**src/rtl/wb_trace_fifo.sv**
```systemverilog
// Write-back trace capture: records architectural register writes with a cycle stamp
// into a first-word-fall-through FIFO; events arriving while full are dropped and counted.
module wb_trace_fifo #(
  parameter int DEPTH   = 16,
  parameter int STAMP_W = 16
) (
  input  logic                     clk,
  input  logic                     rst,
  input  logic                     wb_valid,
  input  logic [4:0]               wb_reg,
  input  logic [31:0]              wb_data,
  input  logic                     enable,
  input  logic                     clr,
  input  logic                     out_ready,
  output logic                     out_valid,
  output logic [4:0]               out_reg,
  output logic [31:0]              out_data,
  output logic [STAMP_W-1:0]       out_stamp,
  output logic [$clog2(DEPTH):0]   count,
  output logic                     full,
  output logic                     empty,
  output logic [7:0]               overflow_cnt
);

  localparam int AW = $clog2(DEPTH);
  localparam int EW = 5 + 32 + STAMP_W;

  logic [EW-1:0]      mem [DEPTH];
  logic [AW-1:0]      wr_ptr;
  logic [AW-1:0]      rd_ptr;
  logic [AW:0]        cnt;
  logic [STAMP_W-1:0] stamp;
  logic [7:0]         ovf;
  logic               cap;
  logic               pop;
  logic               push;
  logic               drop;

  assign empty     = (cnt == '0);
  assign full      = (cnt == (AW+1)'(DEPTH));
  assign out_valid = !empty;
  assign count     = cnt;
  assign overflow_cnt = ovf;

  assign cap  = wb_valid && enable && (wb_reg != 5'd0);
  assign pop  = out_valid && out_ready;
  // a pop in the same cycle frees the slot, so a full FIFO still accepts
  assign push = cap && (!full || pop);
  assign drop = cap && full && !pop;

  assign {out_reg, out_data, out_stamp} = mem[rd_ptr];

  always_ff @(posedge clk or negedge rst) begin
    if (!rst) begin
      stamp <= '0;
    end else begin
      stamp <= stamp + STAMP_W'(1);
    end
  end

  always_ff @(posedge clk or negedge rst) begin
    if (!rst) begin
      wr_ptr <= '0;
      rd_ptr <= '0;
      cnt    <= '0;
      ovf    <= '0;
    end else if (clr) begin
      wr_ptr <= '0;
      rd_ptr <= '0;
      cnt    <= '0;
      ovf    <= '0;
    end else begin
      if (push) wr_ptr <= wr_ptr + AW'(1);
      if (pop)  rd_ptr <= rd_ptr + AW'(1);
      case ({push, pop})
        2'b10:   cnt <= cnt + (AW+1)'(1);
        2'b01:   cnt <= cnt - (AW+1)'(1);
        default: cnt <= cnt;
      endcase
      if (drop && ovf != 8'hFF) ovf <= ovf + 8'd1;
    end
  end

  // storage is deliberately not reset
  always_ff @(posedge clk) begin
    if (rst && push && !clr) mem[wr_ptr] <= {wb_reg, wb_data, stamp};
  end

endmodule

```
**config.mk**
```make
export PLATFORM = sky130hd
export DESIGN_NAME = wb_trace_fifo
export DESIGN_NICKNAME = d
export VERILOG_FILES = /design/src/rtl/wb_trace_fifo.sv
export SDC_FILE = /design/constraint.sdc
export NUM_CORES = 1
export LEC_CHECK = 0
export CAP_MARGIN = 10
export CORE_UTILIZATION = 38
export CTS_CLUSTER_DIAMETER = 150
export DETAILED_ROUTE_END_ITERATION = 10
export GPL_TIMING_DRIVEN = 1
export SLEW_MARGIN = 30
export SYNTH_ARGS = -nofsm -noshare
export SYNTH_HDL_FRONTEND = slang
export SYNTH_SLANG_ARGS = --single-unit
```
**constraint.sdc**
```tcl
create_clock -name clk -period 15.1 [get_ports clk]
set_input_delay 1.51 -clock clk [delete_from_list [all_inputs] [get_ports clk]]
set_output_delay 1.51 -clock clk [all_outputs]
set_load 0.05 [all_outputs]
```
# Word-level counts from Yosys, hierarchy flattened
# Memory sizes are Yosys's and may differ from the RTL's.
# Cells that the tools add are included.
[op_classes] add_sub_neg=6 eq_ne=4 n_mux=10 n_reduce_logical=20
[ops] op="adder 16 x 1 -> 16 bit, second input constant" count=1
[ops] op="two-way mux 4 bit" count=4
[ops] op="two-way mux 8 bit" count=2
[ops] op="one-hot mux 5 bit (2 select lines)" count=1
[ops] op="logical AND 1 bit" count=9
[ops] op="adder 4 x 1 -> 4 bit, second input constant" count=2
[ops] op="adder 8 x 1 -> 8 bit, second input constant" count=1
[ops] op="!= test 8 bit, second input constant" count=1
[ops] op="nonzero test 2 bit" count=3
[ops] op="adder 5 x 1 -> 5 bit, second input constant" count=1
[ops] op="equality test 5 bit, second input constant" count=1
[ops] op="zero test 5 bit" count=1
[ops] op="two-way mux 5 bit" count=1
[ops] op="nonzero test 5 bit" count=1
[ops] op="subtractor 5 x 1 -> 5 bit, second input constant" count=1
[ops] op="zero test 1 bit" count=4
[ops] op="nonzero test 3 bit" count=1
[ops] op="equality test 2 x 1 -> 1 bit, second input constant" count=1
[ops] op="equality test 2 bit, second input constant" count=1
[ops] op="two-way mux 1 bit" count=2
[ops] op="logical OR 1 bit" count=1
[totals] reg_bits=37 mem_bits_rw=848 input_bits=43 out_inout_bits=69 elab_cells=46 mem_count=1
[mem_list] memory="mem" words=16 width=53 read_ports=1 rd_ports_with_merged_regs=0 wr=1 line_no="28" rtl="logic [EW-1:0] mem [DEPTH];"

# Depth between registers and ports, before layout
[depth] ltp_word=9 depth_mapped=10 depth_no_buf=10

# Worst setup path after synthesis
# Ideal clock, no wire load.
[synth_path] path_type="input -> register" from="input wb_reg[3]" to="memory mem[3][0] (netlist name) (enable)" setup_ps=529 arrival_time_ps=5961 t_required_ps=14571 slack_ps=8610 cell_stages=5 path_buffers=0 path_cell_list="or4_1 o211ai_2 nor3_1 nand2_1 nor3_1"
[synth_via] elab_chain_cells=7
[synth_lines] element="start, declared" line_no="10" rtl="input logic [4:0] wb_reg,"
[synth_lines] element="nonzero test 5 bit" line_no="45" rtl="assign cap = wb_valid && enable && (wb_reg != 5'd0);"
[synth_lines] element="logical AND 1 bit" line_no="45"
[synth_lines] element="logical AND 1 bit" line_no="48" rtl="assign push = cap && (!full || pop);"
[synth_lines] element="logical AND 1 bit (2 in series)" line_no="86" rtl="if (rst && push && !clr) mem[wr_ptr] <= {wb_reg, wb_data, stamp};"
[synth_lines] element="two-way mux 1 bit" line_no="86"
[synth_lines] element="two-way mux 1 bit (not written as such)" line_no="86"
[synth_lines] element="end, declared" line_no="28"
# No other way between the ends.

# Worst setup path in the final report
[layout_path] from="register rd_ptr[0]" to="output out_stamp[4]"
[layout_via] elab_chain_cells=1
[layout_lines] element="start, declared" line_no="30" rtl="logic [AW-1:0] rd_ptr;"
[layout_lines] element="start signal, assigned" line_no="74" rtl="if (pop) rd_ptr <= rd_ptr + AW'(1);"
[layout_lines] element="memory (16 x 53 bit)"
[layout_lines] element="end, declared" line_no="18" rtl="output logic [STAMP_W-1:0] out_stamp,"
# No other way between the ends.

==> impl_metrics.py <==
metrics = {
    "sta": {
        "hold_violations": 0,
        "timing.final.crit_share_pct": 44.0,
        "fmax_ghz": 0.150,
        "finalSetupViolations": 0,
        "worst_slew_pin_slew_ns": 0.942,
        "drv_slew": 0,
        "fin_tns_setup_ns": 0,
        "period_minus_slack_ns": 6.65,
        "relSlewSlack_pct": 37.2,
        "rsz0062_at_grt": "false",
        "finClkSkew_ns": 0.0276,
    },
    "global_routing": {
        "grt_pass1_wl_um": 107000,
        "first_global_vias": 16100,
        "grt_max_degree": 108,
        "track_usage_pct": 16.5,
        "antenna_found_initial": 1,
        "grt.overflow.total": 0,
    },
    "cts": {
        "cts-root-buf": "clkbuf_16",
        "clk_latency_ns": 0.65,
        "cts_hold_buf": 0,
        "cts_resized": 0,
        "cts_tree": "yes",
        "clk_pin_slew_ns": 0.06,
        "cts_buffers": 92,
        "htreeDepth": 3,
        "cts_setup_buffers": 0,
        "clkSinkCount": 885,
        "clk_path_buf_depth": 3,
    },
    "routing": {
        "drc_errors": 0,
        "detail_route.vias_per_cell": 5.33,
        "drt-total-wl_um": 73100,
        "drt_iter0_drc": 1314,
        "dr.pass1.iters": 5,
        "vias": 14900,
        "ant_nets": 0,
        "wl_per_cell_um": 26.2,
    },
    "die": {
        "start_util_pct": 38.6,
        "die_h_um": 300,
        "core_area_um2": 87400,
        "num_rows": 108,
        "die_x_um": 300,
        "die_area_um2": 90000,
        "ioPinCount": 112,
    },
    "pwr": {
        "power_density_nw_per_um2": 149,
        "power.leakage_nw": 12.0,
        "vdd_drop_max_uv": 118,
        "power_w": 0.00588,
    },
    "synthesis": {
        "yosysWarnings": 0,
        "synthDistinctLibCells": 41,
        "syn-num-nets": 1444,
        "ys_seq_elements": 885,
        "synthCells": 1390,
        "syn_avg_cell_area_um2": 24.3,
        "syn-cell-area_um2": 33800,
        "yosysSeqAreaShare_pct": 78.2,
    },
    "critical_path": {
        "path_class": "reg2out",
        "r2r-end": "mem[13][23]",
        "r2r_start": "count[0]",
        "required_ns": 13.59,
        "cp-start-kind": "register",
        "cp_max_fo": 57,
        "crit_path_end_kind": "output pin",
        "r2r_cells": 6,
        "worst-r2r-setup-slack_ns": 11.63,
        "cp.arrival_ns": 5.14,
    },
    "status": {
        "outcome": "finished, final reports clean",
    },
    "finish": {
        "fin_util_pct": 45.1,
        "mostFrequentLayoutCell": "edfxtp_1",
        "syn2layout_area_growth_pct": 16.8,
        "layout_common_cells": "edfxtp_1 (848), mux4_2 (265), clkdlybuf4s50_1 (110)",
        "fin_nets": 1617,
        "n_antenna_cell": 0,
        "drive_gt1_share_pct": 27.7,
    },
    "placement": {
        "gp_congestion": 0.701,
        "portBuffers": 111,
        "dpl.hpwl_um": 36100,
    },
    "worst_hold_path": {
        "hold_start": "overflow_cnt[5]",
        "holdCritPathClass": "reg2reg",
        "whs_path_depth": 2,
        "holdPathEnd": "overflow_cnt[5]",
    },
    "job": {
        "drv_cap": 0,
    },
}
-- report_power, final --
group / total, W / switching [W] / internal [W]
clock: 0.00223 / 0.000913 / 0.00131
sequential: 0.00273 / 0.0000391 / 0.00269
combinational: 0.000922 / 0.000493 / 0.000428
-- synth_stat cells, drive strengths merged --
cell type  instances  area (um2)
a211oi             1        7.51
inv                8        30.0
clkbuf            35         131
nor2              38         143
nor4               3        33.8
nor2b              3        18.8
nor3               6        30.0
mux2i              6        63.8
a311oi             1        8.76
dfrtp             37         926
nand3b             1        20.0
a21oi              6        30.0
o31ai              2        15.0
o21a               1        7.51
or3                1        6.26
and2               1        6.26
nand2b             3        18.8
fa                 1        20.0
xnor2             17         149
nand4              4        25.0
o221ai             1        8.76
a31oi              1        6.26
o211ai             2        20.0
edfxtp           848       25500
nor4b              1        8.76
mux4             265        5970
nor3b              1        7.51
or4                5        37.5
nand2             18        67.6
and3               3        18.8
a21o               1        7.51
or2b               1        7.51
o211a              1        10.0
nand3             17        85.1
xor2              10        87.6
buf               30         135
ha                10         125
-- worst max-delay path, cell delays in order (launching register included) --
cell and delay [ns]:
dfrtp_4 0.89, buf_12 0.44, buf_16 0.36, buf_4 0.75, mux4_2 0.59, mux4_2 0.57
clkdlybuf4s50_1 0.74
-- state kept, by name, summed over array words and instances (netlist names) --
signal        flops
count             5
mem             848
wr_ptr            4
stamp            16
overflow_cnt      8
rd_ptr            4
-- cells by family after synthesis --
kind of cell               synth area share, %
AOI/OAI and AO/OA                        0.360
xor gates and xnor gates                 0.701
adders and majority gates                0.430
buffers and inverters                    0.878
DFF                                       78.2
muxes                                     17.9
and+or+nand+nor                           1.58
-- per-layer routing --
layer | vias to the layer above | track usage (%) | part of all wire [%]
li1 | 6307 | - | -
met3 | 80 | 2.90 | 4.5
met2 | 344 | 27.6 | 50
met1 | 8163 | 22.3 | 44
met5 | - | 0 | 0
met4 | 0 | 4.39 | 1.5
-- per-stage QoR --
stage / cell area, um2 / setup WS [ns] / std cells / hold slack (ns)
2_1_floorplan: 33800 / 8.61 / 1390 / 0.556
4_1_cts: 39400 / 8.27 / 2792 / 0.605
3_5_place_dp: 36400 / 8.97 / 2623 / 0.597
6_report: 39400 / 8.45 / 2793 / 0.598
5_1_grt: 39400 / 8.00 / 2793 / 0.630
3_3_place_gp: 36400 / 9.02 / 2623 / 0.562
-- how the worst max path moves through the flow --
stage	startpoint	endpoint	slack, ns
after floorplan	wb_reg[3]	mem[3][0]	8.61
after global placement	rd_ptr[0]	out_stamp[4]	9.02
after detailed placement	rd_ptr[0]	out_stamp[4]	8.97
after CTS	rd_ptr[0]	out_stamp[4]	8.27
after global routing	rd_ptr[0]	out_stamp[3]	8.00
final	rd_ptr[0]	out_stamp[4]	8.45
-- area by class of cell --
type                       instances  area (um2)
fill                            7186       48000
sequential                       885       26400
timing repair buffer             144        1390
clock inverter                    50         508
clock buffer                     119        2480
multi-input combinational        432        7180
inverter                           8        30.0
tap                             1155        1450
No activity file was read; power rests on OpenSTA's default activity.
